File: config.mk
export PLATFORM = sky130hd
export DESIGN_NAME = scalable_core
export DESIGN_NICKNAME = d
export VERILOG_FILES = /design/src/rtl/scalable_core.sv
export SDC_FILE = /design/constraint.sdc
export NUM_CORES = 1
export LEC_CHECK = 0
export ABC_AREA = 1
export BUFFER_PORTS_ARGS = -buffer_cell sky130_fd_sc_hd__buf_2
export CAP_MARGIN = 20
export CORE_MARGIN = 2
export CORE_UTILIZATION = 68
export CTS_CLUSTER_SIZE = 40
export DETAILED_ROUTE_END_ITERATION = 8
export PLACE_DENSITY = 0.85
export SLEW_MARGIN = 40
export SYNTH_ARGS = -nofsm -noshare
export SYNTH_HDL_FRONTEND = slang
export SYNTH_SLANG_ARGS = --single-unit
export TNS_END_PERCENT = 10
File: constraint.sdc
create_clock -name clock -period 6.4 [get_ports clock]
set_input_delay 1.28 -clock clock [delete_from_list [all_inputs] [get_ports clock]]
set_output_delay 1.28 -clock clock [all_outputs]
set_load 0.02 [all_outputs]
File: src/rtl/scalable_core.sv
// Multi-cycle ADD/LD/ST/BEQ core. Register file and data memory are internal. Build option: ZERO_REG_EN hard-wires register 0 to zero.
// Latency: retired pulses 1 cycle after accept for ADD/ST/BEQ and 2 cycles after accept for LD.
// Backpressure: instr_req stays high in FETCH, and the core stalls there for as long as instr_valid is low.
module scalable_core #(
  parameter int DATA_W  = 8,
  parameter int REG_AW  = 2,
  parameter int DMEM_AW = 5,
  parameter int PC_W    = 8,
  localparam int INSTR_W = 2 + 3*REG_AW
) (
  input  logic               clock,
  input  logic               reset,
  output logic               instr_req,
  output logic [PC_W-1:0]    instr_addr,
  input  logic               instr_valid,
  input  logic [INSTR_W-1:0] instr_data,
  output logic [DATA_W-1:0]  display_data,
  output logic               reg_we,
  output logic               retired
);
  localparam int NREG  = 1 << REG_AW;
  localparam int DEPTH = 1 << DMEM_AW;

  localparam logic [1:0] OP_ADD = 2'b00;
  localparam logic [1:0] OP_LD  = 2'b01;
  localparam logic [1:0] OP_ST  = 2'b10;
  localparam logic [1:0] OP_BEQ = 2'b11;

  typedef enum logic [1:0] {FETCH, EXEC, MEM} state_e;

  state_e             state_q;
  logic [PC_W-1:0]    pc_q, pc_d;
  logic [INSTR_W-1:0] ir_q;
  logic [DATA_W-1:0]  ld_q;
  logic [DATA_W-1:0]  disp_q;
  logic               reg_we_q, retired_q;
  logic [DATA_W-1:0]  regs_q [NREG];
  logic [DATA_W-1:0]  mem_q  [DEPTH];

  logic [1:0]         op;
  logic [REG_AW-1:0]  rs, rt, f;
  logic [DATA_W-1:0]  rs_val, rt_val, imm;
  logic [PC_W-1:0]    imm_pc;
  logic [DMEM_AW-1:0] maddr;
  logic               wr_vld, wr_keep;
  logic [REG_AW-1:0]  wr_idx;
  logic [DATA_W-1:0]  wr_dat;

  assign op     = ir_q[INSTR_W-1 -: 2];
  assign rs     = ir_q[3*REG_AW-1 -: REG_AW];
  assign rt     = ir_q[2*REG_AW-1 -: REG_AW];
  assign f      = ir_q[REG_AW-1:0];
  assign imm    = {{(DATA_W-REG_AW){f[REG_AW-1]}}, f};
  assign imm_pc = {{(PC_W-REG_AW){f[REG_AW-1]}}, f};

  always_comb begin
    rs_val = regs_q[rs];
    rt_val = regs_q[rt];
`ifdef ZERO_REG_EN
    if (rs == '0) rs_val = '0;
    if (rt == '0) rt_val = '0;
`endif
    maddr = DMEM_AW'(rs_val + imm);
  end

  // A single write port serves ADD in EXEC and the LD writeback in MEM.
  always_comb begin
    wr_vld = 1'b0;
    wr_idx = f;
    wr_dat = rs_val + rt_val;
    pc_d   = pc_q + PC_W'(1);
    if (state_q == EXEC && op == OP_ADD) begin
      wr_vld = 1'b1;
    end else if (state_q == MEM) begin
      wr_vld = 1'b1;
      wr_idx = rt;
      wr_dat = ld_q;
    end
    if (state_q == EXEC && op == OP_BEQ && rs_val == rt_val)
      pc_d = pc_q + PC_W'(1) + imm_pc;
`ifdef ZERO_REG_EN
    wr_keep = (wr_idx != '0);
`else
    wr_keep = 1'b1;
`endif
  end

  always_ff @(posedge clock) begin
    if (!reset) begin
      state_q   <= FETCH;
      pc_q      <= '0;
      ir_q      <= '0;
      ld_q      <= '0;
      disp_q    <= '0;
      reg_we_q  <= 1'b0;
      retired_q <= 1'b0;
      for (int i = 0; i < NREG; i++)  regs_q[i] <= '0;
      for (int i = 0; i < DEPTH; i++) mem_q[i]  <= DATA_W'(i);
    end else begin
      reg_we_q  <= 1'b0;
      retired_q <= 1'b0;
      if (wr_vld) begin
        disp_q   <= wr_dat;
        reg_we_q <= 1'b1;
        if (wr_keep) regs_q[wr_idx] <= wr_dat;
      end
      case (state_q)
        FETCH: if (instr_valid) begin
          ir_q    <= instr_data;
          state_q <= EXEC;
        end
        EXEC: begin
          if (op == OP_LD) begin
            ld_q    <= mem_q[maddr];
            state_q <= MEM;
          end else begin
            if (op == OP_ST) mem_q[maddr] <= rt_val;
            pc_q      <= pc_d;
            retired_q <= 1'b1;
            state_q   <= FETCH;
          end
        end
        MEM: begin
          pc_q      <= pc_d;
          retired_q <= 1'b1;
          state_q   <= FETCH;
        end
        default: state_q <= FETCH;
      endcase
    end
  end

  assign instr_req    = (state_q == FETCH);
  assign instr_addr   = pc_q;
  assign display_data = disp_q;
  assign reg_we       = reg_we_q;
  assign retired      = retired_q;
endmodule

==> impl_results.md, run 1 <==
- Layout Nets: 2021
- DR vias/cell: 5.86
- Vias in the first global route: around 14000
- Most frequent cell on the critical path: nand2_1
- First-pass GRT wire length: 71100 µm
- Setup WS post-layout: 1.54 ns
- Crit-path max FO: 19
- Io pins: 30
- Sw Pwr: 0.00214 W
- Synthesized flop and latch total: 328
- Sink Count: around 330
- Largest net degree at the start of global routing: 47
- Starting Density: 68.8%
- H-Tree Depth: 2
- Leakage: 7.81 nW
- Ys async rst share: 0%
- Post-Route WL: around 46000 µm
- Outcome: complete, no violations
- Minimum clock period: between 4 and 5 ns
- Setup TNS: 0 ns
- Post-Syn Nets: about 2000
- Via count: roughly 14000
- Met1 WL: 16100 µm
- Die Ht: roughly 160 µm
- PD cells: approximately 350 nW/µm²
- Worst-Skew Late Latency: ~0.52 ns
- Slew headroom: between 40% and 50%
- Footprint of the multi-input gates: 5990 µm²
- CTS tree: built
- Post-Syn Area: 16600 µm²
- Crit path kind: reg2reg
- Placed Area: around 17000 µm²
- Slowest CP cell: fa_1
- Most frequent cells after synthesis: 542 x nand2_1, 489 x nor2_1, 288 x edfxtp_1, 210 x inv_1, 127 x nand3_1
- Largest area contributor in the netlist: edfxtp_1
- DR top layer: met4
- Top-area cell type share of the netlist area: a little over half
- ANT cells: 0
- Routed wire length per instance: 19.5 µm
- FF/Latch Area: 9450 µm²
- Pins Over Slew Limit: 0
- Max-Cap Viols: 0
- Max incr delay on CP: around 0.76 ns
- Met3 WL: 5490 µm
- Synthesized area per cell: 8.36 µm²
- DIE AREA: 25700 µm²
- Met2 wire length: 21200 µm
- CTS Hold Buffers Added: 0
- Worst clock skew: 0.0148 ns
- EDFF count, synth: 288
- Int Power: ~0.0042 W
- Setup bufs post-CTS: 0
- Design area: roughly 18000 µm²
- Post-layout power: 0.00630 W
- Layout cells sized above 1: 7.81%
- Die W: 160 µm
- WHS: 0.454 ns
- Synth area leaders: edfxtp_1 52%, nand2_1 12%, nor2_1 11%
- Clock Power Share: around 34%
- GRT Overall Usage: 36.2%
- DP Wirelength: around 30000 µm
- Final GP Congestion: 0.966
- Worst vdd ir: 0.270 mV
- Sequence of cells on the critical path: inv_2 > o21ai_0 > o22ai_1 > ha_1 > fa_1 > inv_2 > nand2_1 > nor2_4 > nand2_1 > nand2_1
- Mapped Cells: between 1500 and 2000
- DR iter-0 viols: 1535
- Cts repair resizes: 0
- DRC viols: 0
- Port Buffers: 29
- Critical path endpoint category: flop
- CP startpoint kind: flop
- Ys Warns: 0
- Achievable Freq: 0.206 GHz
- Core region area: between 20000 and 25000 µm²
- Hold Path Class: reg2reg
- Sequential Power Share: 39.1%
- Global route overflow: 0
- Post-route clock period utilization: 75.9%
- Place WS: 1.65 ns
- Ys flop type: edfxtp_1
- TritonCTS buffer count: 35
- Clk slew on worst S/H paths: 0.06 ns
- Synth unique cells: 40
- Drt pass-1 iters: 6
- Final setup fails: 0
- Crit path required time: 6.58 ns
- Layout area overhead: 9.54%
- Worst Tran Pin Value: 0.868 ns
- Top-count cell post-synth: nand2_1
- Seq/Total Area, Yosys: around 57%
- Sw Share: between 30% and 40%
- FILL cells: around 1700
- RSZ-0062 raised after global routing: false
- Share of total power in combinational logic: between 20% and 30%
- Root buf cell: clkbuf_16
- DRT antenna net count: 0
- Antenna violations before repair: 0
- CTS Buffer Depth: 3
- Worst Path Arrival: 5.03 ns
- Rows: 57
- Final Hold Fails: 0
==> area by class of cell <==
class	count	area share [%]
flip-flops and latches	328	52.0
multi-input cells	1350	32.9
clock buffers	45	5.37
inverters	223	4.61
well taps	324	2.23
repair buffers	47	1.58
clock inverters	17	1.31
==> worst paths after layout <==
check | end | cells past startpoint | slack [ns] | start
max | mem_q[5][1] | 10 | 1.54 | flop
min reg2reg | display_data[0] | 2 | 0.45 | display_data[0]
max reg2reg | mem_q[5][1] | 10 | 1.54 | flop
min | display_data[0] | 2 | 0.45 | display_data[0]
==> placed cells by master (no fill, tap or decap), drive strengths merged <==
master	instances
nor2	514
nor4	1
clkbuf	45
nor3	8
bufinv	6
xor2	9
o21bai	1
o211ai	5
o21a	1
a211oi	1
clkinvlp	1
o21ai	28
a21oi	50
xnor2	7
edfxtp	288
nand2	554
clkinv	15
ha	22
a32oi	8
nand3	127
buf	47
nand3b	1
inv	218
nand4	4
dfxtp	40
fa	3
a31oi	1
o22ai	5
==> sequential cells by signal (all words and copies together) (netlist names), named ones only <==
| signal | count |
|---|---|
| ld_q | 8 |
| instr_addr | 8 |
| retired | 1 |
| mem_q | 256 |
| ir_q | 8 |
| regs_q | 32 |
| reg_we | 1 |
| state_q | 2 |
| display_data | 8 |
==> cells by family (layout without fill, tap and decap cells) <==
group,count (synthesis),count (layout),synth area share (%)
AND/OR/NAND/NOR,1209,1209,29.4
flip-flops,328,328,56.9
buffers and inverters,306,332,7.28
AO/OA/AOI/OAI,100,100,3.39
adder cells (fa/ha/maj),25,25,2.02
XOR/XNOR,16,16,1.00
==> critical path: cells and delay by family, from the launching register on <==
kind / cells / cell delay, ns
flip-flops: 1 / 0.67
buffers and inverters: 2 / 0.64
adder cells (fa/ha/maj): 2 / 1.00
AND/OR/NAND/NOR: 4 / 1.85
AO/OA/AOI/OAI: 2 / 0.35
==> routing by layer <==
layer / track usage, % / up-vias
li1: - / 6312
met1: 44.7 / 6299
met2: 58.5 / 856
met3: 8.94 / 218
met4: 21.0 / 0
met5: 0 / -
==> stage by stage <==
step | cells | utilization (%)
final | 2334 | 75.4
after global routing | 2334 | 75.4
after floorplan | 1984 | -
after global placement | 2271 | 70.2
after CTS | 2334 | 75.4
after detailed placement | 2272 | 70.4
==> power groups by stage <==
stage	clock (W)	combinational, W	sequential (W)
after global placement	0	0.00157	0.00250
after floorplan	0	0.00112	0.00250
after detailed placement	0	0.00161	0.00250
after CTS	0.00214	0.00163	0.00246
final	0.00215	0.00169	0.00246
after global routing	0.00223	0.00183	0.00247
(Power assumes the default switching activity.)
==> run 2, diff against run 1 <==
- CORE_UTILIZATION: 68 -> 57
- PLACE_DENSITY: 0.85 -> 0.76
- clock period: 6.4 -> 4.37 ns (I/O delays scaled with it)
==> run 2 against run 1 <==
Clock power is 34% higher; register-to-register slack worse by 0.94 ns; total power is 42% higher; final area is 0.30% higher; non-clock buffer count is 12 higher; die area is 19% higher; core utilization is 12 points lower; global-route usage is 7.8 points lower; combinational power is 46% higher; critical endpoint is now mem_q[9][3]; critical path depth is 3 higher.
==> impl_results.md, run 2 (synthesized netlist as in run 1, its figures left out) <==
- Layout cells sized above 1: 8.44% (was 7.81%)
- Final Hold Fails: 0 (unchanged)
- Post-layout power: 0.00896 W (was 0.00630 W)
- PD cells: 491 nW/µm² (was 347 nW/µm²)
- Hold path start: display_data[2] (was display_data[0])
- Die Ht: 175 µm (was 160 µm)
- Crit path required time: 4.56 ns (was 6.58 ns)
- Pins Over Slew Limit: 0 (unchanged)
- Crit path kind: reg2reg (unchanged)
- Sequential Power Share: 40.1% (was 39.1%)
- Share of total power in combinational logic: 27.6% (was 26.8%)
- Layout area overhead: 9.87% (was 9.54%)
- Leakage: 7.83 nW (was 7.81 nW)
- Sink Count: 328 (unchanged)
- DP Wirelength: 28300 µm (was 29700 µm)
- ANT cells: 0 (unchanged)
- Final GP Congestion: 0.987 (was 0.966)
- Number of flip-flops in the largest register: 256 (unchanged)
- Fin util: 63.5% (was 75.4%)
- Worst-Skew Late Latency: 0.53 ns (was 0.52 ns)
- DRC viols: 0 (unchanged)
- WHS: 0.448 ns (was 0.454 ns)
- DIE AREA: 30500 µm² (was 25700 µm²)
- Top flop regs: mem_q (256), regs_q (32) (unchanged)
- Max incr delay on CP: 0.55 ns (was 0.76 ns)
- Sw Share: 34.6% (was 34.0%)
- FILL cells: 2363 (was 1749)
- Post-Route WL: 43100 µm (was 45600 µm)
- Via count: 13200 (was 13700)
- Post-route clock period utilization: 86.1% (was 75.9%)
- DR vias/cell: 5.49 (was 5.86)
- Worst clock skew: 0.0160 ns (was 0.0148 ns)
- Slew headroom: 45.5% (was 42.0%)
- Drt pass-1 iters: 8 (was 6)
- TritonCTS buffer count: 36 (was 35)
- Port Buffers: 29 (unchanged)
- Global route overflow: 0 (unchanged)
- CTS Hold Buffers Added: 0 (unchanged)
- CTS Buffer Depth: 3 (unchanged)
- Clock Power Share: 32.2% (was 34.1%)
- Die W: 175 µm (was 160 µm)
- CP startpoint kind: flop (unchanged)
- Worst vdd ir: 0.383 mV (was 0.270 mV)
- DRT antenna net count: 0 (unchanged)
- Achievable Freq: 0.266 GHz (was 0.206 GHz)
- Worst Path Arrival: 3.96 ns (was 5.03 ns)
- Sequence of cells on the critical path: buf_4 > o21ai_0 > o22ai_1 > ha_1 > fa_1 > nand3_1 > nand3_1 > nand2_2 > xor2_4 > nand2_1 > nor2_2 > nand2_1 > nand2_1 (was inv_2 > o21ai_0 > o22ai_1 > ha_1 > fa_1 > inv_2 > nand2_1 > nor2_4 > nand2_1 > nand2_1)
- Core region area: 28700 µm² (was 24100 µm²)
- Vias in the first global route: 12600 (was 13500)
- Hold Path Class: reg2reg (unchanged)
- Minimum clock period: 3.76 ns (was 4.86 ns)
- Clk slew on worst S/H paths: 0.06 ns (about the same)
- Biggest register: mem_q (unchanged)
- Final setup fails: 0 (unchanged)
- Critical path endpoint category: flop (unchanged)
- Design area: 18200 µm² (about the same)
- Most frequent cell on the critical path: nand2_1 (unchanged)
- First-pass GRT wire length: 66800 µm (was 71100 µm)
- Layout Nets: 2034 (was 2021)
- Most frequent cells in the layout: 542 x nand2_1, 488 x nor2_1, 288 x edfxtp_1, 204 x inv_1, 127 x nand3_1 (was 542 x nand2_1, 487 x nor2_1, 288 x edfxtp_1, 206 x inv_1, 127 x nand3_1)
- Cts repair resizes: 0 (unchanged)
- Setup bufs post-CTS: 0 (unchanged)
- Commonest non-fill, non-tap cell in the layout: nand2_1 (unchanged)
- Max-Cap Viols: 0 (unchanged)
- GRT Overall Usage: 28.4% (was 36.2%)
- Crit-path max FO: 15 (was 19)
- RSZ-0062 raised after global routing: false (unchanged)
- Footprint of the multi-input gates: 5970 µm² (was 5990 µm²)
- Outcome: complete, no violations (unchanged)
- H-Tree Depth: 2 (unchanged)
- FF/Latch Area: 9450 µm² (unchanged)
- Setup TNS: 0 ns (unchanged)
- Starting Density: 57.8% (was 68.8%)
- Int Power: 0.00586 W (was 0.00416 W)
- Worst Tran Pin Value: 0.816 ns (was 0.868 ns)
- Io pins: 30 (unchanged)
- DR iter-0 viols: 1593 (was 1535)
- Placed Area: 17100 µm² (was 17000 µm²)
- Rows: 62 (was 57)
- Root buf cell: clkbuf_16 (unchanged)
- CTS tree: built (unchanged)
- Routed wire length per instance: 17.9 µm (was 19.5 µm)
- Largest net degree at the start of global routing: 47 (unchanged)
- Sw Pwr: 0.00310 W (was 0.00214 W)
- Antenna violations before repair: 0 (unchanged)
- Slowest CP cell: fa_1 (unchanged)
[run 2: worst max-delay path, delay by kind of cell, from the launching register on]
family | cells | cell delay [ns]
AO/OA/AOI/OAI | 2 | 0.35
XOR/XNOR | 1 | 0.38
adder cells (fa/ha/maj) | 2 | 0.78
buffers and inverters | 1 | 0.19
flip-flops | 1 | 0.33
AND/OR/NAND/NOR | 7 | 1.40
[run 2: path summary, 6_finish.rpt]
| kind | end | slack (ns) | depth (start not counted) |
|---|---|---|---|
| min | display_data[2] | 0.45 | 2 |
| max reg2reg | mem_q[9][3] | 0.61 | 13 |
| max | mem_q[9][3] | 0.61 | 13 |
| min reg2reg | display_data[2] | 0.45 | 2 |
[run 2: power by group through the flow]
stage                     clock network [W]  logic (W)  registers [W]
final                               0.00289    0.00247        0.00360
after global routing                0.00303    0.00269        0.00361
after CTS                           0.00291    0.00243        0.00359
after detailed placement                  0    0.00241        0.00366
after global placement                    0    0.00237        0.00365
after floorplan                           0    0.00165        0.00366
[run 2: area by class of cell]
| class | count | share of cell area [%] |
|---|---|---|
| Sequential cell | 328 | 51.8 |
| Multi-Input combinational cell | 1350 | 32.7 |
| Clock buffer | 46 | 5.43 |
| Inverter | 223 | 4.62 |
| Tap cell | 384 | 2.64 |
| Timing Repair Buffer | 59 | 2.03 |
| Clock inverter | 20 | 0.734 |
[run 2: per-layer routing]
metal | GRT usage, % | wire (µm) | vias to the layer above
met1 | 36.3 | 16500 | 6126
met5 | 0 | 0 | -
li1 | - | - | 6322
met3 | 3.37 | 3910 | 127
met2 | 48.8 | 20900 | 655
met4 | 13.1 | 1860 | 0
[run 2: per-stage QoR]
| stage | worst slack [ns] | cells |
|---|---|---|
| after floorplan | 1.04 | 1984 |
| after global placement | 0.766 | 2344 |
| final | 0.608 | 2410 |
| after CTS | 0.674 | 2410 |
| after global routing | 0.306 | 2410 |
| after detailed placement | 0.683 | 2344 |
